`config.mk`:
```
export PLATFORM = sky130hd
export DESIGN_NAME = machine_trap_sequencer
export DESIGN_NICKNAME = d
export VERILOG_FILES = /design/src/rtl/machine_trap_sequencer.sv
export SDC_FILE = /design/constraint.sdc
export NUM_CORES = 1
export LEC_CHECK = 0
export CAP_MARGIN = 25
export CORE_ASPECT_RATIO = 1.1
export CORE_UTILIZATION = 28
export DETAILED_ROUTE_END_ITERATION = 7
export PLACE_DENSITY_LB_ADDON = 0.12
export SETUP_SLACK_MARGIN = 0.15
export SLEW_MARGIN = 0
export SYNTH_ARGS = -nofsm -noshare
export SYNTH_HDL_FRONTEND = slang
export SYNTH_SLANG_ARGS = --single-unit
export TNS_END_PERCENT = 50
```
`constraint.sdc`:
```
create_clock -name clk_in -period 3.1 [get_ports clk_in]
set_clock_uncertainty 0.15 [all_clocks]
set_input_delay 0.465 -clock clk_in [delete_from_list [all_inputs] [get_ports clk_in]]
set_output_delay 0.465 -clock clk_in [all_outputs]
set_load 0.005 [all_outputs]
```
`src/rtl/machine_trap_sequencer.sv`:
```
// Machine-mode trap entry/return sequencer: arbitrates interrupts, exceptions, ECALL/EBREAK and MRET.
// Optional interrupt support is enabled with the MTS_INTERRUPT_EN macro.
module machine_trap_sequencer #(
  parameter int FLUSH_CYCLES = 1
) (
  input  logic       clk_in,
  input  logic       rst_in,
  input  logic       illegal_instr_in,
  input  logic       misaligned_instr_in,
  input  logic       misaligned_load_in,
  input  logic       misaligned_store_in,
  input  logic [4:0] opcode_6_to_2_in,
  input  logic [2:0] funct3_in,
  input  logic [6:0] funct7_in,
  input  logic [4:0] rs1_adder_in,
  input  logic [4:0] rs2_adder_in,
  input  logic [4:0] rd_adder_in,
  input  logic       mie_in,
  input  logic       meie_in,
  input  logic       mtie_in,
  input  logic       msie_in,
  input  logic       eirq_in,
  input  logic       tirq_in,
  input  logic       sirq_in,
  input  logic       meip_in,
  input  logic       mtip_in,
  input  logic       msip_in,
  output logic [1:0] pc_src_out,
  output logic       flush_out,
  output logic       trap_taken_out,
  output logic       set_epc_out,
  output logic       set_cause_out,
  output logic       mie_clear_out,
  output logic       mie_set_out,
  output logic       instret_inc_out,
  output logic       i_or_e_out,
  output logic [3:0] cause_out,
  output logic       misaligned_exception_out,
  output logic [1:0] state_out
);

  // State encoding doubles as the PC source select.
  localparam logic [1:0] S_RESET       = 2'b00;
  localparam logic [1:0] S_OPERATING   = 2'b01;
  localparam logic [1:0] S_TRAP_TAKEN  = 2'b10;
  localparam logic [1:0] S_TRAP_RETURN = 2'b11;

  localparam int CW = (FLUSH_CYCLES > 1) ? $clog2(FLUSH_CYCLES) : 1;
  localparam logic [CW-1:0] CNT_LOAD = CW'(FLUSH_CYCLES - 1);

  logic [1:0]    state;
  logic [CW-1:0] cnt;
  logic          is_system, base_zero, ecall, ebreak, mret;
  logic          exception, irq, trap, operating;
  logic          nxt_ie;
  logic [3:0]    nxt_cause;

  assign is_system = (opcode_6_to_2_in == 5'b11100);
  assign base_zero = (rs1_adder_in == 5'd0) && (rd_adder_in == 5'd0) && (funct3_in == 3'd0);
  assign ecall     = is_system && base_zero && (rs2_adder_in == 5'd0) && (funct7_in == 7'd0);
  assign ebreak    = is_system && base_zero && (rs2_adder_in == 5'd1) && (funct7_in == 7'd0);
  assign mret      = is_system && base_zero && (rs2_adder_in == 5'd2) && (funct7_in == 7'b0011000);
  assign exception = illegal_instr_in | misaligned_instr_in | misaligned_load_in | misaligned_store_in;

`ifdef MTS_INTERRUPT_EN
  logic eip, sip, tip;
  assign eip = meie_in & (eirq_in | meip_in);
  assign sip = msie_in & (sirq_in | msip_in);
  assign tip = mtie_in & (tirq_in | mtip_in);
  assign irq = mie_in & (eip | sip | tip);
`else
  logic unused_irq;
  assign unused_irq = ^{mie_in, meie_in, mtie_in, msie_in, eirq_in, tirq_in, sirq_in,
                        meip_in, mtip_in, msip_in};
  assign irq = 1'b0;
`endif

  assign trap = irq | exception | ecall | ebreak;

  // Interrupts outrank every synchronous cause.
  always_comb begin
    nxt_ie    = 1'b0;
    nxt_cause = 4'd0;
`ifdef MTS_INTERRUPT_EN
    if (irq) begin
      nxt_ie = 1'b1;
      if (eip)      nxt_cause = 4'd11;
      else if (sip) nxt_cause = 4'd3;
      else          nxt_cause = 4'd7;
    end else
`endif
    if (illegal_instr_in)         nxt_cause = 4'd2;
    else if (misaligned_instr_in) nxt_cause = 4'd0;
    else if (ecall)               nxt_cause = 4'd11;
    else if (ebreak)              nxt_cause = 4'd3;
    else if (misaligned_store_in) nxt_cause = 4'd6;
    else if (misaligned_load_in)  nxt_cause = 4'd4;
  end

  always_ff @(posedge clk_in or posedge rst_in) begin
    if (rst_in) begin
      state                    <= S_RESET;
      cnt                      <= '0;
      cause_out                <= 4'd0;
      i_or_e_out               <= 1'b0;
      misaligned_exception_out <= 1'b0;
    end else begin
      misaligned_exception_out <= misaligned_instr_in | misaligned_load_in | misaligned_store_in;
      case (state)
        S_RESET: state <= S_OPERATING;
        S_OPERATING: begin
          if (trap) begin
            state      <= S_TRAP_TAKEN;
            cnt        <= CNT_LOAD;
            cause_out  <= nxt_cause;
            i_or_e_out <= nxt_ie;
          end else if (mret) begin
            state <= S_TRAP_RETURN;
            cnt   <= CNT_LOAD;
          end
        end
        default: begin
          if (cnt == '0) state <= S_OPERATING;
          else           cnt   <= cnt - 1'b1;
        end
      endcase
    end
  end

  assign operating       = (state == S_OPERATING);
  assign state_out       = state;
  assign pc_src_out      = state;
  assign flush_out       = ~operating;
  assign instret_inc_out = operating;
  assign trap_taken_out  = operating & trap;
  assign set_epc_out     = operating & trap;
  assign set_cause_out   = operating & trap;
  assign mie_clear_out   = operating & trap;
  assign mie_set_out     = operating & ~trap & mret;

endmodule

```
Yosys cells after proc, flatten, opt, wreduce, memory -nomap -nowiden
Index checks and enable logic that the tools add are counted.
{"block": "word_totals", "ff_bits": 8, "wordCells": 57, "output_inout_bits": 17, "in_bits": 46}
{"block": "classes", "n_eq_ne": 7, "bitwise": 13, "n_reduce_logical": 18, "addsub": 1, "n_mux": 14}
{"cell": "$logic_not A5 Y1", "count": 3}
{"cell": "$mux W4", "count": 3}
{"cell": "$logic_and A1 B1 Y1", "count": 9}
{"cell": "$mux W3", "count": 3}
{"cell": "$eq A7 B5 Y1 const B", "count": 1}
{"cell": "$logic_not A7 Y1", "count": 1}
{"cell": "$or A1 B1 Y1", "count": 7}
{"cell": "$mux W2", "count": 3}
{"cell": "$reduce_and A2 Y1", "count": 3}
{"cell": "$eq A5 B1 Y1 const B", "count": 1}
{"cell": "$eq A5 B2 Y1 const B", "count": 1}
{"cell": "$eq A5 B5 Y1 const B", "count": 1}
{"cell": "$pmux W2 S2", "count": 1}
{"cell": "$and A1 B1 Y1", "count": 3}
{"cell": "$logic_not A3 Y1", "count": 1}
{"cell": "$mux W1", "count": 3}
{"cell": "$ne A3 B1 Y1 const B", "count": 1}
{"cell": "$ne A3 B3 Y1 const B", "count": 1}
{"cell": "$not A1 Y1", "count": 3}
{"cell": "$eq A2 B1 Y1 const B", "count": 1}
{"cell": "$logic_not A2 Y1", "count": 1}
{"cell": "$pmux W1 S2", "count": 1}
{"cell": "$sub A1 B1 Y1 const B", "count": 1}

Longest topological paths before layout
Gate-level depths: netlist (run 1).
{"block": "logic_depth", "depth_word": 11, "mapped_depth": 6, "ltp_nobuf": 5}

Worst setup path before layout (run 1)
No wires, ideal clock.
{"block": "synth_path", "kind": "input-to-output", "start": "input opcode_6_to_2_in[1]", "end": "output set_cause_out", "n_path_buf": 1, "cell_stages": 5, "arrival_ps": 1699, "path_slack_ps": 786, "cell_sequence": "nor4b_1 -> nand4_1 -> or2_1 -> a21oi_1 -> buf_4"}
{"block": "synth_between", "elab_chain_cells": 7, "elab_cells_between_ends": 9, "cone_classes": "eq/ne: 1; bitwise: 3; reduce/logical: 5"}
{"element": "start: declaration", "line_no": "12", "source": "input logic [4:0] opcode_6_to_2_in,"}
{"element": "$eq A5 B5 Y1 *", "line_no": "58", "source": "assign is_system = (opcode_6_to_2_in == 5'b11100);"}
{"element": "$logic_and A1 B1 Y1 *", "line_no": "60, 61"}
{"element": "$logic_and A1 B1 Y1 (2 in series)", "line_no": "60", "source": "assign ecall = is_system && base_zero && (rs2_adder_in == 5'd0) && (funct7_in == 7'd0);"}
{"element": "$or A1 B1 Y1", "line_no": "78", "source": "assign trap = irq | exception | ecall | ebreak;"}
{"element": "$or A1 B1 Y1 *", "line_no": "78"}
{"element": "$and A1 B1 Y1 *"}
{"element": "end: declaration", "line_no": "32", "source": "output logic set_cause_out,"}
Every way passes the cells marked *; elsewhere a longest branch is shown, timed or not.

Final worst setup path (run 1)
{"block": "layout_path", "start": "input rs2_adder_in[2]", "end": "output trap_taken_out"}
{"block": "layout_between", "elab_chain_cells": 6, "elab_cells_between_ends": 9, "cone_classes": "eq/ne: 1; bitwise: 3; reduce/logical: 5"}
{"element": "start: declaration", "line_no": "16", "source": "input logic [4:0] rs2_adder_in,"}
{"element": "$logic_not A5 Y1", "line_no": "60"}
{"element": "$logic_and A1 B1 Y1 (2 in series)", "line_no": "60"}
{"element": "$or A1 B1 Y1", "line_no": "78"}
{"element": "$or A1 B1 Y1 *", "line_no": "78"}
{"element": "$and A1 B1 Y1 *", "line_no": "135", "source": "assign trap_taken_out = operating & trap;"}
{"element": "end: declaration", "line_no": "30", "source": "output logic trap_taken_out,"}
Marked as above.

==> flow_summary.ini, run 1 <==
[synth]
netlist_instances = 61
async_reset_ff_share_pct = 100
netlist.top_cell.by_area = dfrtp_1
yosysMostFrequentCell = dfrtp_1
yosysWarnings = 0
synth_area_leaders = dfrtp_1 (34%), buf_4 (8.7%), nor4_1 (4.8%)
synth.distinct_cells = 29
post_synth.cell_area_avg_um2 = 8.49
ys_seq_elements = 7
syn_area_um2 = 518
synth_seq_area_share_pct = 33.8
synth_top_area_share_pct = 33.8
synth_edf_count = 0
synth_flop_cell = dfrtp_1
synth_commonest_cells = dfrtp_1 (7), buf_4 (6), nor2_1 (5)
synth.net_count = 107

[clock_network]
root_buffer = clkbuf_4
tritoncts = yes
clockBufferDepth = 2
clkTransAtPathRegs_ps = 50
htree_levels = 1
cts.sink_count = 7
cts_made_buffers = 3
clkLatencyLatePin_ps = 260
hold_buffers = 0

[placed_design]
gp_congestion = 0.794
post-place-ws_ps = -49.5
io_buffers = 51
hpwl_mm = 1.42

[timing]
hold_violations = 0
rsz0062_at_grt = yes
slew_viol_final = 0
max_freq_mhz = 333
tns_ps = 0
worst_slack_ps = 101
setup_viol = 0
fin_crit_ps = 3000
period_share_pct = 96.7

[setup_path]
critPathKind = in -> out
cpMostUsedCell = clkdlybuf4s50_1
r2r_slack_ps = 1430
r2r_start = pc_src_out[1]
crit_buf_inv = 2
cp_slowest_cell = clkdlybuf4s50_1
start_kind = input port
cp-startpoint = rs2_adder_in[2]
end_kind = output port
worstPathRequired_ps = 2480
crit_chain = clkdlybuf4s50_1, nor4_2, nand4_1, or2_1, a21oi_2, clkdlybuf4s50_1
slowest_delay_ps = 530
cp_top_family = buffers and inverters
arrival_ps = 2380
cp_max_fo = 4

[drt]
via_per_inst = 5.14
vias = 694
wl_per_cell_um = 14.1
first_iter_violations = 28
first_pass_iters = 5
ant_nets = 0
routed_wl_mm = 1.90
drc_errors = 0

[global_route]
grt_use_total_pct = 18.8
grt_pass1_wl_mm = 2.73
grt_max_degree = 8
grt_overflow = 0
grt_pass1_vias = 640
antenna_found_initial = 0

[cells_and_area]
antenna_cells = 0
post-route-util_pct = 68.9
fin_nets = 165
layout-drive-gt1-share_pct = 18.6
syn2layout_area_growth_pct = 120

[floorplanning]
ios = 63
coreArea_um2 = 1650
die_x_um = 43.0
start_util_pct = 31.4
std_cell_rows = 15
die_h_um = 47.1
die-area_um2 = 2030

[power_and_ir_drop]
irDropWorstVdd_uv = 220
power.leakage_nw = 0.435
power_density_nw_per_um2 = 232
fin_total_pwr_uw = 265

[outcome]
status = complete, no violations

[run]
maxCapViolCount = 0

[worst_hold_path]
min_path_type = in -> async
-- cell usage in the layout (no fill, tap or decap), types with 2 or more instances in the layout --
master,n
o21ai_0,4
dfrtp_1,7
buf_4,9
nor3_1,3
nor2_1,5
nand2_1,3
nand4_1,2
dlygate4sd2_1,2
clkdlybuf4s50_1,48
a21oi_1,3
inv_1,3
nor4_2,3
o211ai_1,2
nor4_4,2
clkbuf_4,3
-- what timing repair did --
action	4_1_cts	5_1_grt
setup endpoints to repair	5	3
pin swaps	3	2
gates resized for setup	6	4
setup buffers	0	1
-- path summary, 6_finish.rpt --
check / endpoint / cells after the start
setup / recovery: trap_taken_out / 6
hold / removal: misaligned_exception_out / 2
setup reg to reg: cause_out[3] / 5
hold reg to reg: cause_out[0] / 2
max in group asynchronous: cause_out[3] / 2
min in group clk_in: cause_out[0] / 2
-- per-stage QoR --
stage          hold slack [ps]  cell area (um2)  instances
2_1_floorplan              118              518         61
3_3_place_gp               345             1060        130
3_5_place_dp               370             1060        130
4_1_cts                    300             1110        134
5_1_grt                    318             1140        135
6_report                   297             1140        135
-- final cells by class --
cell class	count	area, um2
clock buffer	4	26.3
fill	142	513
inverter	3	11.3
multi-input combinational	44	327
sequential	7	175
tap	17	21.3
timing repair buffer	60	578
-- power by group --
part | switching (mW) | internal, mW
sequential | 0.00146 | 0.0943
combinational | 0.0270 | 0.0584
clock | 0.0342 | 0.0492
-- cells by family (layout without fill, tap and decap cells) --
| family | after synthesis | in the layout | share of synthesized area, % |
|---|---|---|---|
| other | 1 | 1 | 0.724 |
| AO/OA/AOI/OAI | 12 | 12 | 14.0 |
| buffers and inverters | 10 | 67 | 11.6 |
| AND/OR/NAND/NOR | 31 | 31 | 39.9 |
| flip-flops | 7 | 7 | 33.8 |
-- metal layers --
| layer | track usage, % | part of all wire, % | vias up |
|---|---|---|---|
| li1 | - | - | 335 |
| met1 | 18.3 | 35 | 319 |
| met2 | 38.2 | 57 | 40 |
| met3 | 7.69 | 7.7 | 0 |
| met4 | 3.64 | 0 | 0 |
| met5 | 0 | 0 | - |
-- registers in the layout, summed over array words and instances (netlist names) --
signal and cells:
misaligned_exception_out 1, cause_out 4, pc_src_out 2
Power figures use the tool's default switching activity.
==> run 2, diff against run 1 <==
--- a/config.mk
+++ b/config.mk
@@ -8,10 +8,11 @@
 export CAP_MARGIN = 25
 export CORE_ASPECT_RATIO = 1.1
 export CORE_UTILIZATION = 28
+export CTS_BUF_LIST = sky130_fd_sc_hd__clkbuf_8 sky130_fd_sc_hd__clkbuf_16
 export DETAILED_ROUTE_END_ITERATION = 7
 export PLACE_DENSITY_LB_ADDON = 0.12
 export SETUP_SLACK_MARGIN = 0.15
-export SLEW_MARGIN = 0
+export SLEW_MARGIN = 20
 export SYNTH_ARGS = -nofsm -noshare
 export SYNTH_HDL_FRONTEND = slang
 export SYNTH_SLANG_ARGS = --single-unit
==> run 2 against run 1 <==
Compared with the run above: worst hold slack gained 34 ps; total power grew 15%; fmax grew 0.35%; register-to-register slack is essentially flat; combinational power is essentially flat.
==> flow_summary.ini, run 2 (synthesized netlist as in run 1, its figures left out) <==
[outcome]
status = complete, no violations

[floorplanning]
start_util_pct = 31.4
std_cell_rows = 15
die-area_um2 = 2030
coreArea_um2 = 1650
ios = 63
die_x_um = 43.0
die_h_um = 47.1

[cells_and_area]
top_register = cause_out
syn2layout_area_growth_pct = 123
fin_area_um2 = 1160
antenna_cells = 0
final_cell_mix = clkdlybuf4s50_1 (48), buf_4 (9), dfrtp_1 (7)
mostFrequentLayoutCell = clkdlybuf4s50_1
nFillCells = 136
fin_nets = 165
largest_reg_flops = 4
layout-drive-gt1-share_pct = 18.6

[setup_path]
worstPathRequired_ps = 2480
cp_slowest_cell = clkdlybuf4s50_1
end_kind = output port
slowest_delay_ps = 530
start_kind = input port
crit_chain = clkdlybuf4s50_1, nor4_2, nand4_1, or2_1, a21oi_2, clkdlybuf4s50_1
cp_max_fo = 4
crit_buf_inv = 2
r2r_start = pc_src_out[1]
cpMostUsedCell = clkdlybuf4s50_1
arrival_ps = 2370
cp-startpoint = rs2_adder_in[2]
cp_top_family = buffers and inverters
critPathKind = in -> out

[placed_design]
gp_congestion = 0.794
io_buffers = 51
placed_cell_area_um2 = 1060
hpwl_mm = 1.42

[clock_network]
tritoncts = yes
root_buffer = clkbuf_8
cts_made_buffers = 3
htree_levels = 1
hold_buffers = 0
clockBufferDepth = 2
cts.sink_count = 7
clkTransAtPathRegs_ps = 40
clkLatencyLatePin_ps = 230

[drt]
first_iter_violations = 18
vias = 694
via_per_inst = 5.14
wl_per_cell_um = 13.7
routed_wl_mm = 1.85
first_pass_iters = 4
ant_nets = 0
drc_errors = 0

[global_route]
grt_max_degree = 8
grt_pass1_vias = 631
grt_pass1_wl_mm = 2.69
antenna_found_initial = 0
grt_use_total_pct = 18.4
grt_overflow = 0

[timing]
max_freq_mhz = 335
fin_hold_ws_ps = 331
setup_viol = 0
fin_crit_ps = 2990
slew_viol_final = 0
rsz0062_at_grt = yes
tns_ps = 0
hold_violations = 0
period_share_pct = 96.4

[power_and_ir_drop]
irDropWorstVdd_uv = 277
sw_frac_of_total_pct = 21.9
power_frac_comb_pct = 27.9
internal_power_uw = 239
sequentialPowerShare_pct = 31.5
switchingPower_uw = 67.0
power.leakage_nw = 0.447
pwr-share-clk_pct = 40.6
power_density_nw_per_um2 = 264

[worst_hold_path]
min_path_type = in -> async

[run]
maxCapViolCount = 0
## run 2: power groups by stage
stage | clock network [mW] | registers (mW) | logic [mW]
floorplan | 0 | 0.0975 | 0.0172
global placement | 0 | 0.0971 | 0.0772
detailed placement | 0 | 0.0972 | 0.0793
CTS | 0.127 | 0.0960 | 0.0816
global route | 0.132 | 0.0963 | 0.0909
finish | 0.124 | 0.0961 | 0.0853
## run 2: what timing repair did
| action | 4_1_cts | 5_1_grt |
|---|---|---|
| setup endpoints to repair | 5 | 3 |
| pin swaps | 3 | 2 |
| gates resized for setup | 6 | 4 |
| buffers inserted | 0 | 1 |
## run 2: area by class of cell
type                       count  area [um2]  share of cell area, %
multi-input combinational     44         327                   28.2
clock inverter                 1        3.75                  0.324
clock buffer                   3        41.3                   3.57
sequential                     7         175                   15.1
timing repair buffer          60         578                   49.9
inverter                       3        11.3                  0.973
tap                           17        21.3                   1.84
## run 2: path summary, 6_finish.rpt
kind | end | slack, ps | cells past startpoint
setup reg to reg | cause_out[3] | 1430 | 5
setup / recovery | trap_taken_out | 110 | 6
hold / removal | misaligned_exception_out | 330 | 2
max in group asynchronous | cause_out[3] | 2250 | 2
min in group clk_in | cause_out[0] | 380 | 2
hold reg to reg | cause_out[0] | 380 | 2
## run 2: layer usage
layer	track usage [%]	vias to the layer above	wire, um	part of all wire, %
met5	0	-	0	0
met4	3.64	0	0	0
met3	7.69	0	147	7.9
met2	36.7	41	1060	57
met1	18.3	318	647	35
li1	-	335	-	-
## run 2: metrics by stage
step                      utilization (%)  cells  power (mW)  worst slack, ps
after CTS                            68.2    134       0.304              117
after global routing                 70.1    135       0.320            -26.0
after floorplan                         -     61       0.115              786
final                                70.1    135       0.306              111
after global placement               64.2    130       0.174            -30.0
after detailed placement             64.2    130       0.177            -49.5
